$ cat src/rtl/spi_slave_core.sv
// SPI slave, fully in the clk domain: oversampled sclk/cs_n/mosi, all four modes,
// back-to-back words per chip-select, buffered valid/ready TX and RX sides.
module spi_slave_core #(
  parameter int DATA_W      = 8,
  parameter int CPOL        = 0,
  parameter int CPHA        = 0,
  parameter int MSB_FIRST   = 1,
  parameter int SYNC_STAGES = 2
) (
  input  logic              clk,
  input  logic              rst_n,
  input  logic              sclk,
  input  logic              cs_n,
  input  logic              mosi,
  output logic              miso,
  output logic              miso_oe,
  input  logic [DATA_W-1:0] tx_data,
  input  logic              tx_valid,
  output logic              tx_ready,
  output logic [DATA_W-1:0] rx_data,
  output logic              rx_valid,
  input  logic              rx_ready,
  output logic              rx_overrun,
  output logic              tx_underrun,
  output logic              busy
);
  localparam int   CW       = (DATA_W > 2) ? $clog2(DATA_W) : 1;
  localparam logic IDLE_LVL = (CPOL != 0);

  typedef enum logic {IDLE, ACTIVE} state_t;
  state_t state_q, state_d;

  logic [SYNC_STAGES-1:0] sclk_sync, cs_sync, mosi_sync;
  logic                   sclk_p;
  logic                   sclk_s, cs_s, mosi_s;
  logic                   lead_e, trail_e, sel, sample_stb, shift_stb, last_bit, cs_drop;
  logic                   word_start, done_q, hold_full, udr_pend;
  logic [CW-1:0]          bit_cnt;
  logic [DATA_W-1:0]      hold_data, tx_sr, rx_sr, ld_word;

  function automatic logic out_bit(input logic [DATA_W-1:0] v);
    return (MSB_FIRST != 0) ? v[DATA_W-1] : v[0];
  endfunction

  function automatic logic [DATA_W-1:0] out_shift(input logic [DATA_W-1:0] v);
    return (MSB_FIRST != 0) ? {v[DATA_W-2:0], 1'b0} : {1'b0, v[DATA_W-1:1]};
  endfunction

  always_ff @(posedge clk or negedge rst_n) begin
    if (!rst_n) begin
      sclk_sync <= {SYNC_STAGES{IDLE_LVL}};
      cs_sync   <= '1;
      mosi_sync <= '0;
      sclk_p    <= IDLE_LVL;
    end else begin
      sclk_sync <= {sclk_sync[SYNC_STAGES-2:0], sclk};
      cs_sync   <= {cs_sync[SYNC_STAGES-2:0], cs_n};
      mosi_sync <= {mosi_sync[SYNC_STAGES-2:0], mosi};
      sclk_p    <= sclk_s;
    end
  end

  assign sclk_s   = sclk_sync[SYNC_STAGES-1];
  assign cs_s     = cs_sync[SYNC_STAGES-1];
  assign mosi_s   = mosi_sync[SYNC_STAGES-1];
  assign lead_e   = (sclk_s != IDLE_LVL) && (sclk_p == IDLE_LVL);
  assign trail_e  = (sclk_s == IDLE_LVL) && (sclk_p != IDLE_LVL);
  assign sel      = (state_q == ACTIVE) && !cs_s;
  assign cs_drop  = (state_q == ACTIVE) && cs_s;
  assign last_bit = (bit_cnt == CW'(DATA_W - 1));
  assign sample_stb = sel && ((CPHA != 0) ? trail_e : lead_e);
  // CPHA=0: the trailing edge that closes the previous word must not shift out
  // the first bit of the freshly loaded one.
  assign shift_stb  = sel && ((CPHA != 0) ? lead_e : (trail_e && (bit_cnt != '0)));
  assign ld_word  = hold_full ? hold_data : '0;
  assign tx_ready = !hold_full;
  assign busy     = (state_q == ACTIVE);
  assign miso_oe  = busy;

  always_ff @(posedge clk or negedge rst_n) begin
    if (!rst_n) state_q <= IDLE;
    else        state_q <= state_d;
  end

  always_comb begin
    state_d    = state_q;
    word_start = 1'b0;
    case (state_q)
      IDLE: if (!cs_s) begin
        state_d    = ACTIVE;
        word_start = 1'b1;
      end
      ACTIVE: begin
        if (cs_s)        state_d    = IDLE;
        else if (done_q) word_start = 1'b1;
      end
      default: state_d = IDLE;
    endcase
  end

  always_ff @(posedge clk or negedge rst_n) begin
    if (!rst_n) begin
      miso        <= 1'b0;
      bit_cnt     <= '0;
      done_q      <= 1'b0;
      tx_sr       <= '0;
      rx_sr       <= '0;
      hold_data   <= '0;
      hold_full   <= 1'b0;
      udr_pend    <= 1'b0;
      rx_data     <= '0;
      rx_valid    <= 1'b0;
      rx_overrun  <= 1'b0;
      tx_underrun <= 1'b0;
    end else begin
      tx_underrun <= 1'b0;
      rx_overrun  <= 1'b0;
      done_q      <= sample_stb && last_bit;

      if (cs_drop) begin
        bit_cnt  <= '0;
        miso     <= 1'b0;
        udr_pend <= 1'b0;
      end else begin
        if (sample_stb) begin
          bit_cnt <= last_bit ? '0 : bit_cnt + CW'(1);
          rx_sr   <= (MSB_FIRST != 0) ? {rx_sr[DATA_W-2:0], mosi_s}
                                      : {mosi_s, rx_sr[DATA_W-1:1]};
          // An empty-load only counts as an underrun once the master clocks that word.
          if (bit_cnt == '0 && udr_pend) begin
            tx_underrun <= 1'b1;
            udr_pend    <= 1'b0;
          end
        end
        if (word_start) begin
          udr_pend <= !hold_full;
          if (CPHA == 0) begin
            miso  <= out_bit(ld_word);
            tx_sr <= out_shift(ld_word);
          end else begin
            tx_sr <= ld_word;
          end
        end else if (shift_stb) begin
          miso  <= out_bit(tx_sr);
          tx_sr <= out_shift(tx_sr);
        end
      end

      if (tx_valid && tx_ready) begin
        hold_data <= tx_data;
        hold_full <= 1'b1;
      end else if (word_start) begin
        hold_full <= 1'b0;
      end

      if (done_q) begin
        rx_data    <= rx_sr;
        rx_valid   <= 1'b1;
        rx_overrun <= rx_valid && !rx_ready;
      end else if (rx_valid && rx_ready) begin
        rx_valid <= 1'b0;
      end
    end
  end
endmodule

$ cat config.mk
export PLATFORM = sky130hd
export DESIGN_NAME = spi_slave_core
export DESIGN_NICKNAME = d
export VERILOG_FILES = /design/src/rtl/spi_slave_core.sv
export SDC_FILE = /design/constraint.sdc
export NUM_CORES = 1
export LEC_CHECK = 0
export CAP_MARGIN = 20
export CORE_MARGIN = 5
export CORE_UTILIZATION = 35
export CTS_CLUSTER_DIAMETER = 100
export DETAILED_ROUTE_END_ITERATION = 6
export PLACE_DENSITY = 0.68
export SETUP_SLACK_MARGIN = 0.15
export SLEW_MARGIN = 30
export SYNTH_ARGS = -nofsm -noshare
export SYNTH_HDL_FRONTEND = slang
export SYNTH_SLANG_ARGS = --single-unit
$ cat constraint.sdc
create_clock -name clk -period 2.1 [get_ports clk]
set_clock_uncertainty 0.05 [all_clocks]
set_input_delay 0.21 -clock clk [delete_from_list [all_inputs] [get_ports clk]]
set_output_delay 0.21 -clock clk [all_outputs]
set_load 0.03 [all_outputs]
==> impl_metrics.py, run 1 <==
metrics = {
    "outcome": {
        "run_status": "completed",
    },
    "worst_setup_path": {
        "crit_type": "reg -> out",
        "startpoint": "hold_full",
        "r2r_cells": 3,
        "crit_end": "tx_ready",
        "cp_max_fo": 12,
        "register_to_register_setup_slack_ns": 0.35,
        "path_depth": 2,
        "worst_r2r_startpoint": "cs_sync[1]",
        "reg2reg_to": "udr_pend",
        "crit_path_end_kind": "primary output",
        "cp_cell_sequence": "inv_1 -> clkdlybuf4s50_1",
        "worstSetupStartpointType": "flip-flop",
        "cp_slowest_stage_delay_ns": 0.67,
        "crit_slowest_cell": "clkdlybuf4s50_1",
        "critical_path_arrival_ns": 1.60,
        "worst_path_dominant_cell_family": "buffers and inverters",
        "worst_ep_required_time_ns": 1.84,
        "buffering_stage_count_on_the_worst_path_with_inverters_included": 2,
    },
    "placement": {
        "dp_hpwl_um": 2530,
        "routabilityCongestion": 0.775,
        "port_buffers": 29,
        "dp_worst_setup_slack_ns": 0.370,
        "postPlaceCellArea_sq_um": 2360,
        "place.detailed.instances": 246,
    },
    "sta": {
        "rsz0062_at_grt": "no",
        "final_max_slew_viol_count": 0,
        "timing.max_slew.rel_slack_pct": 56.7,
        "fin_crit_ns": 1.86,
        "finalSetupViolations": 0,
        "hold_viol": 0,
        "crit_share_post_route_pct": 88.4,
        "finalWorstSetupSlack_ns": 0.243,
        "finalSetupTns_ns": 0,
        "achievable-frequency_ghz": 0.538,
        "worstMarginPinSlew_ns": 0.649,
    },
    "die": {
        "core.rowCount": 27,
        "fp.dieH_um": 85.7,
        "start_util_pct": 36.2,
        "die_area_sq_um": 7350,
        "die-width_um": 85.7,
        "area_of_the_placeable_core_sq_um": 5540,
        "boundaryPins": 30,
    },
    "synthesis": {
        "ys_types": 33,
        "ys_ff_latch": 49,
        "yosys.area_share.xor_xnor_pct": 0,
        "synth_sequential_area_ratio_pct": 61.2,
        "ys_warn_count": 0,
        "cell_area_after_synthesis_sq_um": 2010,
        "combinational_family_with_the_most_area_after_synthesis": "multiplexers",
        "synthFlopType": "dfrtp_1",
        "synth_fa_ha_area_share_pct": 1.87,
        "avgSynthCellArea_sq_um": 13.3,
        "number_of_instances_in_the_synthesized_netlist": 151,
        "synth_nets": 169,
        "synth_simple_gate_area_share_pct": 7.85,
        "share_of_synthesized_flip_flops_with_an_asynchronous_set_or_reset_pct": 100,
        "post_synth_mux_area_share_pct": 14.3,
        "compound_cell_area_share_of_the_yosys_netlist_pct": 10.2,
        "synth_enable_flop_cells": 0,
    },
    "route": {
        "vias_per_cell": 4.96,
        "detail_route.iter0.violations": 58,
        "route.final.wire_length_um": 3520,
        "drcViolationCount": 0,
        "postRouteAntennaNets": 0,
        "routed-via-count": 1265,
        "average_wire_per_cell_in_the_routed_design_um": 13.8,
        "drt_pass1_iterations": 4,
    },
    "clock_network": {
        "cts_max_level": 2,
        "clock_tree_from_tritoncts": "yes",
        "cts.sink_count": 49,
        "clock_slew_at_the_register_clock_pins_of_the_worst_setup_and_hold_paths_ns": 0.09,
        "total_cts_buffers": 5,
        "clk-insertion-delay-late_ns": 0.29,
        "post_cts_resize_count": 0,
        "clock-root-buffer": "clkbuf_8",
        "clock_tree.buffer_depth": 2,
    },
    "layout": {
        "n_fill_cell": 528,
        "layout.cells.most_common_list": "47 x dfrtp_1, 28 x clkdlybuf4s50_1, 20 x mux2_2",
        "stdcell_area_sq_um": 2470,
        "final_cells": 255,
        "n_antenna_cell": 0,
        "layout-drive-gt1-share_pct": 20.8,
        "syn_to_final_growth_pct": 23.2,
        "finish.net_count": 200,
        "layout.cells.most_common": "dfrtp_1",
    },
    "global_route": {
        "track_usage_pct": 10.5,
        "grt_first_pass_wirelength_um": 6010,
        "grt_overflow": 0,
        "grt_antenna_before_repair": 0,
        "number_of_global_route_vias_before_repair": 1252,
        "grt_max_degree": 27,
    },
    "flow_run": {
        "drv_cap": 0,
    },
    "worst_hold_path": {
        "worst_hold_path_type": "in -> reg",
    },
    "power": {
        "leakage_nw": 1.09,
        "power_density_nw_per_um2": 878,
        "peakVddDrop_mv": 0.400,
    },
}
==> power by group <==
part | switching, mW | internal, mW | total [mW]
logic | 0.141 | 0.179 | 0.319
registers | 0.108 | 1.10 | 1.20
clock network | 0.295 | 0.353 | 0.649
==> through the flow <==
stage | total power [mW] | hold slack, ns | util (%)
6_report | 2.17 | 0.263 | 44.7
2_1_floorplan | 1.41 | -0.136 | -
3_3_place_gp | 1.53 | 0.193 | 42.5
3_5_place_dp | 1.55 | 0.194 | 42.5
5_1_grt | 2.29 | 0.248 | 44.7
4_1_cts | 2.19 | 0.257 | 44.7
==> flip-flops by register name, indices dropped and copies added, names as in the netlist, 2 cells and up <==
signal / count
rx_sr: 8
mosi_sync: 2
cs_sync: 2
tx_sr: 7
bit_cnt: 3
rx_data: 8
hold_data: 8
sclk_sync: 2
==> worst register-to-register path, cell delays in order (launching register included) <==
cell and delay, ns:
dfstp_2 0.67, and4bb_1 0.46, and2_1 0.25, o32ai_2 0.23
==> cell usage after synthesis (all sizes together) (2+ instances only) <==
| cell | n | area, sq um |
|---|---|---|
| nand3 | 6 | 30.0 |
| a21o | 2 | 15.0 |
| nor2b | 3 | 18.8 |
| nor2 | 2 | 7.51 |
| o2111ai | 2 | 17.5 |
| buf | 8 | 57.6 |
| dfrtp | 47 | 1180 |
| inv | 8 | 30.0 |
| nand2 | 7 | 26.3 |
| a211oi | 6 | 45.0 |
| and4bb | 2 | 25.0 |
| ha | 3 | 37.5 |
| and2 | 2 | 12.5 |
| mux2 | 24 | 278 |
| a31oi | 6 | 37.5 |
| dfstp | 2 | 52.6 |
| and3 | 2 | 12.5 |
| o21ai | 11 | 58.8 |
==> metal layers <==
layer / routed length [um] / share of wire [%] / vias to the layer above / global-route usage, %
met2: 1640 / 46 / 36 / 16.7
met3: 194 / 5.5 / 7 / 3.17
li1: - / - / 600 / -
met4: 106 / 3.0 / 0 / 5.04
met1: 1590 / 45 / 622 / 13.1
met5: 0 / 0 / - / 0
==> what timing repair did <==
| item | CTS | global route |
|---|---|---|
| endpoints found under the hold margin | 23 | 0 |
| buffers inserted | 0 | 0 |
| hold buffers | 1 | 0 |
==> kinds of logic (layout without fill, tap and decap cells) <==
logic type,count (synthesis),count (layout)
AO/OA/AOI/OAI,30,30
adder cells (fa/ha/maj),3,3
buffers and inverters,17,49
flip-flops,49,49
multiplexers,25,25
AND/OR/NAND/NOR,27,27
==> layout make-up <==
class                           instances  area [sq um]  share of cell area, %
Clock inverter                          2          35.0                   1.42
Multi-Input combinational cell         85           688                   27.8
Clock buffer                            6          72.6                   2.93
Timing Repair Buffer                   33           330                   13.3
Inverter                                8          30.0                   1.21
Sequential cell                        49          1230                   49.6
Tap cell                               72          90.1                   3.64
==> how the worst min path moves through the flow <==
stage / from / endpoint / slack, ns / cells after the start
finish: cs_n / cs_sync[0] / 0.26 / 1
global route: cs_n / cs_sync[0] / 0.25 / 1
CTS: cs_n / cs_sync[0] / 0.26 / 1
detailed placement: rst_n / hold_data[3] / 0.19 / 1
global placement: rst_n / hold_data[1] / 0.19 / 1
floorplan: rst_n / bit_cnt[0] / -0.14 / 0
Power figures use the tool's default switching activity.
==> inputs of run 2 (changes only) <==
ABC_AREA = 1   (was unset)
PLACE_DENSITY = 0.56   (was 0.68)
==> run 2 against run 1 <==
  * Synthesized cell count rose by 57%
  * Highest routed layer unchanged
  * Sequential power barely moved
  * Clock power rose by 8.2%
  * Final cell count rose by 35%
  * Worst setup slack improved by 0.028 ns
  * Sequential share of layout area fell by 2.4 points
  * Wire length rose by 7.8%
  * Area after synthesis rose by 6.9%
  * Utilization fell by 0.99 points
  * Flip-flop and latch count did not move
==> impl_metrics.py, run 2 <==
metrics = {
    "clock_network": {
        "cts.repair_timing.setup_buffer_count": 0,
        "clock_tree_from_tritoncts": "yes",
        "clock-root-buffer": "clkbuf_8",
        "clock_slew_at_the_register_clock_pins_of_the_worst_setup_and_hold_paths_ns": 0.09,
        "clock_tree.buffer_depth": 2,
        "clk-insertion-delay-late_ns": 0.30,
        "cts_max_level": 2,
        "cts.sink_count": 49,
        "total_cts_buffers": 5,
    },
    "route": {
        "route.final.wire_length_um": 3800,
        "routed-via-count": 1525,
        "drcViolationCount": 0,
        "average_wire_per_cell_in_the_routed_design_um": 11.0,
        "detail_route.iter0.violations": 65,
        "postRouteAntennaNets": 0,
        "vias_per_cell": 4.43,
        "drt_pass1_iterations": 4,
    },
    "die": {
        "start_util_pct": 36.0,
        "fp.dieH_um": 88.3,
        "boundaryPins": 30,
        "die-width_um": 88.3,
        "core.rowCount": 28,
        "area_of_the_placeable_core_sq_um": 5960,
        "die_area_sq_um": 7800,
    },
    "synthesis": {
        "synthFlopType": "dfrtp_1",
        "synthMostInstantiatedCell": "nand2_1",
        "synth.largest_area_cell": "dfrtp_1",
        "cell_area_after_synthesis_sq_um": 2150,
        "number_of_instances_in_the_synthesized_netlist": 237,
        "synth_sequential_area_ratio_pct": 57.3,
        "synth_common_cells": "97 x nand2_1, 47 x dfrtp_1, 25 x nand3_1",
        "ys_ff_latch": 49,
        "yosys-top-cells-area": "dfrtp_1 55%, nand2_1 17%, nand3_1 5.8%",
        "avgSynthCellArea_sq_um": 9.05,
        "synth_enable_flop_cells": 0,
        "ys_types": 23,
        "share_of_synthesized_flip_flops_with_an_asynchronous_set_or_reset_pct": 100,
        "netlist.area_leader.share_pct": 54.8,
        "synth_nets": 255,
        "ys_warn_count": 0,
    },
    "global_route": {
        "grt_antenna_before_repair": 0,
        "number_of_global_route_vias_before_repair": 1542,
        "grt_max_degree": 21,
        "grt_overflow": 0,
        "track_usage_pct": 11.2,
        "grt_first_pass_wirelength_um": 6930,
    },
    "sta": {
        "worstMarginPinSlew_ns": 0.436,
        "hold-worst-slack_ns": 0.267,
        "achievable-frequency_ghz": 0.547,
        "fin_crit_ns": 1.83,
        "hold_viol": 0,
        "finalSetupViolations": 0,
        "final_max_slew_viol_count": 0,
        "finalSetupTns_ns": 0,
        "crit_share_post_route_pct": 87.1,
        "rsz0062_at_grt": "no",
        "timing.max_slew.rel_slack_pct": 70.8,
    },
    "layout": {
        "layout.cells.most_common": "nand2_1",
        "multi_input_comb_area_sq_um": 752,
        "layout-drive-gt1-share_pct": 14.1,
        "n_fill_cell": 596,
        "final_cells": 344,
        "layout.area.seq_sq_um": 1230,
        "stdcell_area_sq_um": 2600,
        "syn_to_final_growth_pct": 21.2,
        "n_antenna_cell": 0,
        "layout_top_registers": "hold_data: 8 flops, rx_data: 8 flops, rx_sr: 8 flops",
        "finish.net_count": 286,
        "layout.cells.most_common_list": "97 x nand2_1, 47 x dfrtp_1, 28 x clkdlybuf4s50_1",
    },
    "placement": {
        "dp_hpwl_um": 2700,
        "place.detailed.instances": 335,
        "postPlaceCellArea_sq_um": 2470,
        "port_buffers": 29,
        "routabilityCongestion": 0.785,
    },
    "power": {
        "power_density_nw_per_um2": 857,
        "peakVddDrop_mv": 0.445,
        "leakage_nw": 1.38,
        "p_total_mw": 2.23,
    },
    "flow_run": {
        "drv_cap": 0,
    },
    "worst_setup_path": {
        "register_to_register_setup_slack_ns": 0.64,
        "critical_path_arrival_ns": 1.57,
        "worstSetupStartpointType": "flip-flop",
        "cp_max_fo": 9,
        "crit_type": "reg -> out",
        "worst_ep_required_time_ns": 1.84,
        "crit_path_end_kind": "primary output",
    },
    "worst_hold_path": {
        "worst_hold_path_type": "in -> reg",
    },
    "outcome": {
        "run_status": "completed",
    },
}
## run 2: critical path, cell delays in order, from the launching register on
cell	delay (ns)
dfrtp_1	0.47
inv_1	0.12
clkdlybuf4s50_1	0.68
## run 2: logic make-up (layout without fill, tap and decap cells)
| logic type | after synthesis | after routing | synth area share (%) |
|---|---|---|---|
| flip-flops | 49 | 49 | 57.3 |
| adder cells (fa/ha/maj) | 3 | 3 | 1.75 |
| buffers and inverters | 32 | 64 | 7.70 |
| AND/OR/NAND/NOR | 144 | 144 | 30.7 |
| AO/OA/AOI/OAI | 9 | 9 | 2.62 |
## run 2: layer usage
metal / share of wire, % / global-route usage, % / wire, um / vias up
li1: - / - / - / 790
met1: 50 / 15.3 / 1910 / 698
met2: 43 / 17.2 / 1630 / 30
met3: 5.0 / 2.89 / 191 / 7
met4: 1.6 / 4.12 / 60 / 0
met5: 0 / 0 / 0 / -
## run 2: cell type report
| type | count | area share, % |
|---|---|---|
| flip-flops and latches | 49 | 47.2 |
| repair buffers | 33 | 12.2 |
| well taps | 75 | 3.61 |
| clock buffers | 6 | 3.17 |
| clock inverters | 2 | 1.44 |
| inverters | 23 | 3.42 |
| multi-input cells | 156 | 28.9 |
## run 2: timing repair
action	4_1_cts	5_1_grt
setup endpoints to repair	0	0
endpoints found under the hold margin	13	0
gates resized for setup	0	0
hold buffers	1	0
## run 2: final timing paths
path,cells after the start,end,startpoint
min reg2reg,0,mosi_sync[1],mosi_sync[0]
max,2,tx_ready,hold_full
max in group asynchronous,3,cs_sync[1],rst_n
max reg2reg,6,udr_pend,cs_sync[1]
min in group asynchronous,2,mosi_sync[0],rst_n
min,1,cs_sync[0],cs_n
## run 2: power by group
part	internal [mW]	switching (mW)	total [mW]
registers	1.08	0.0910	1.17
logic	0.147	0.210	0.357
clock network	0.387	0.315	0.702
## run 2: through the flow
stage / utilization (%) / setup WS, ns
after floorplan: - / 0.793
after global placement: 41.5 / 0.606
after detailed placement: 41.5 / 0.599
after CTS: 43.7 / 0.255
after global routing: 43.7 / 0.172
final: 43.7 / 0.271
==> inputs of run 3 (changes only) <==
CTS_BUF_LIST = sky130_fd_sc_hd__clkbuf_8   (was unset)
==> results of run 3 <==
Final layout, timing and power as in run 2 (identical DEF).
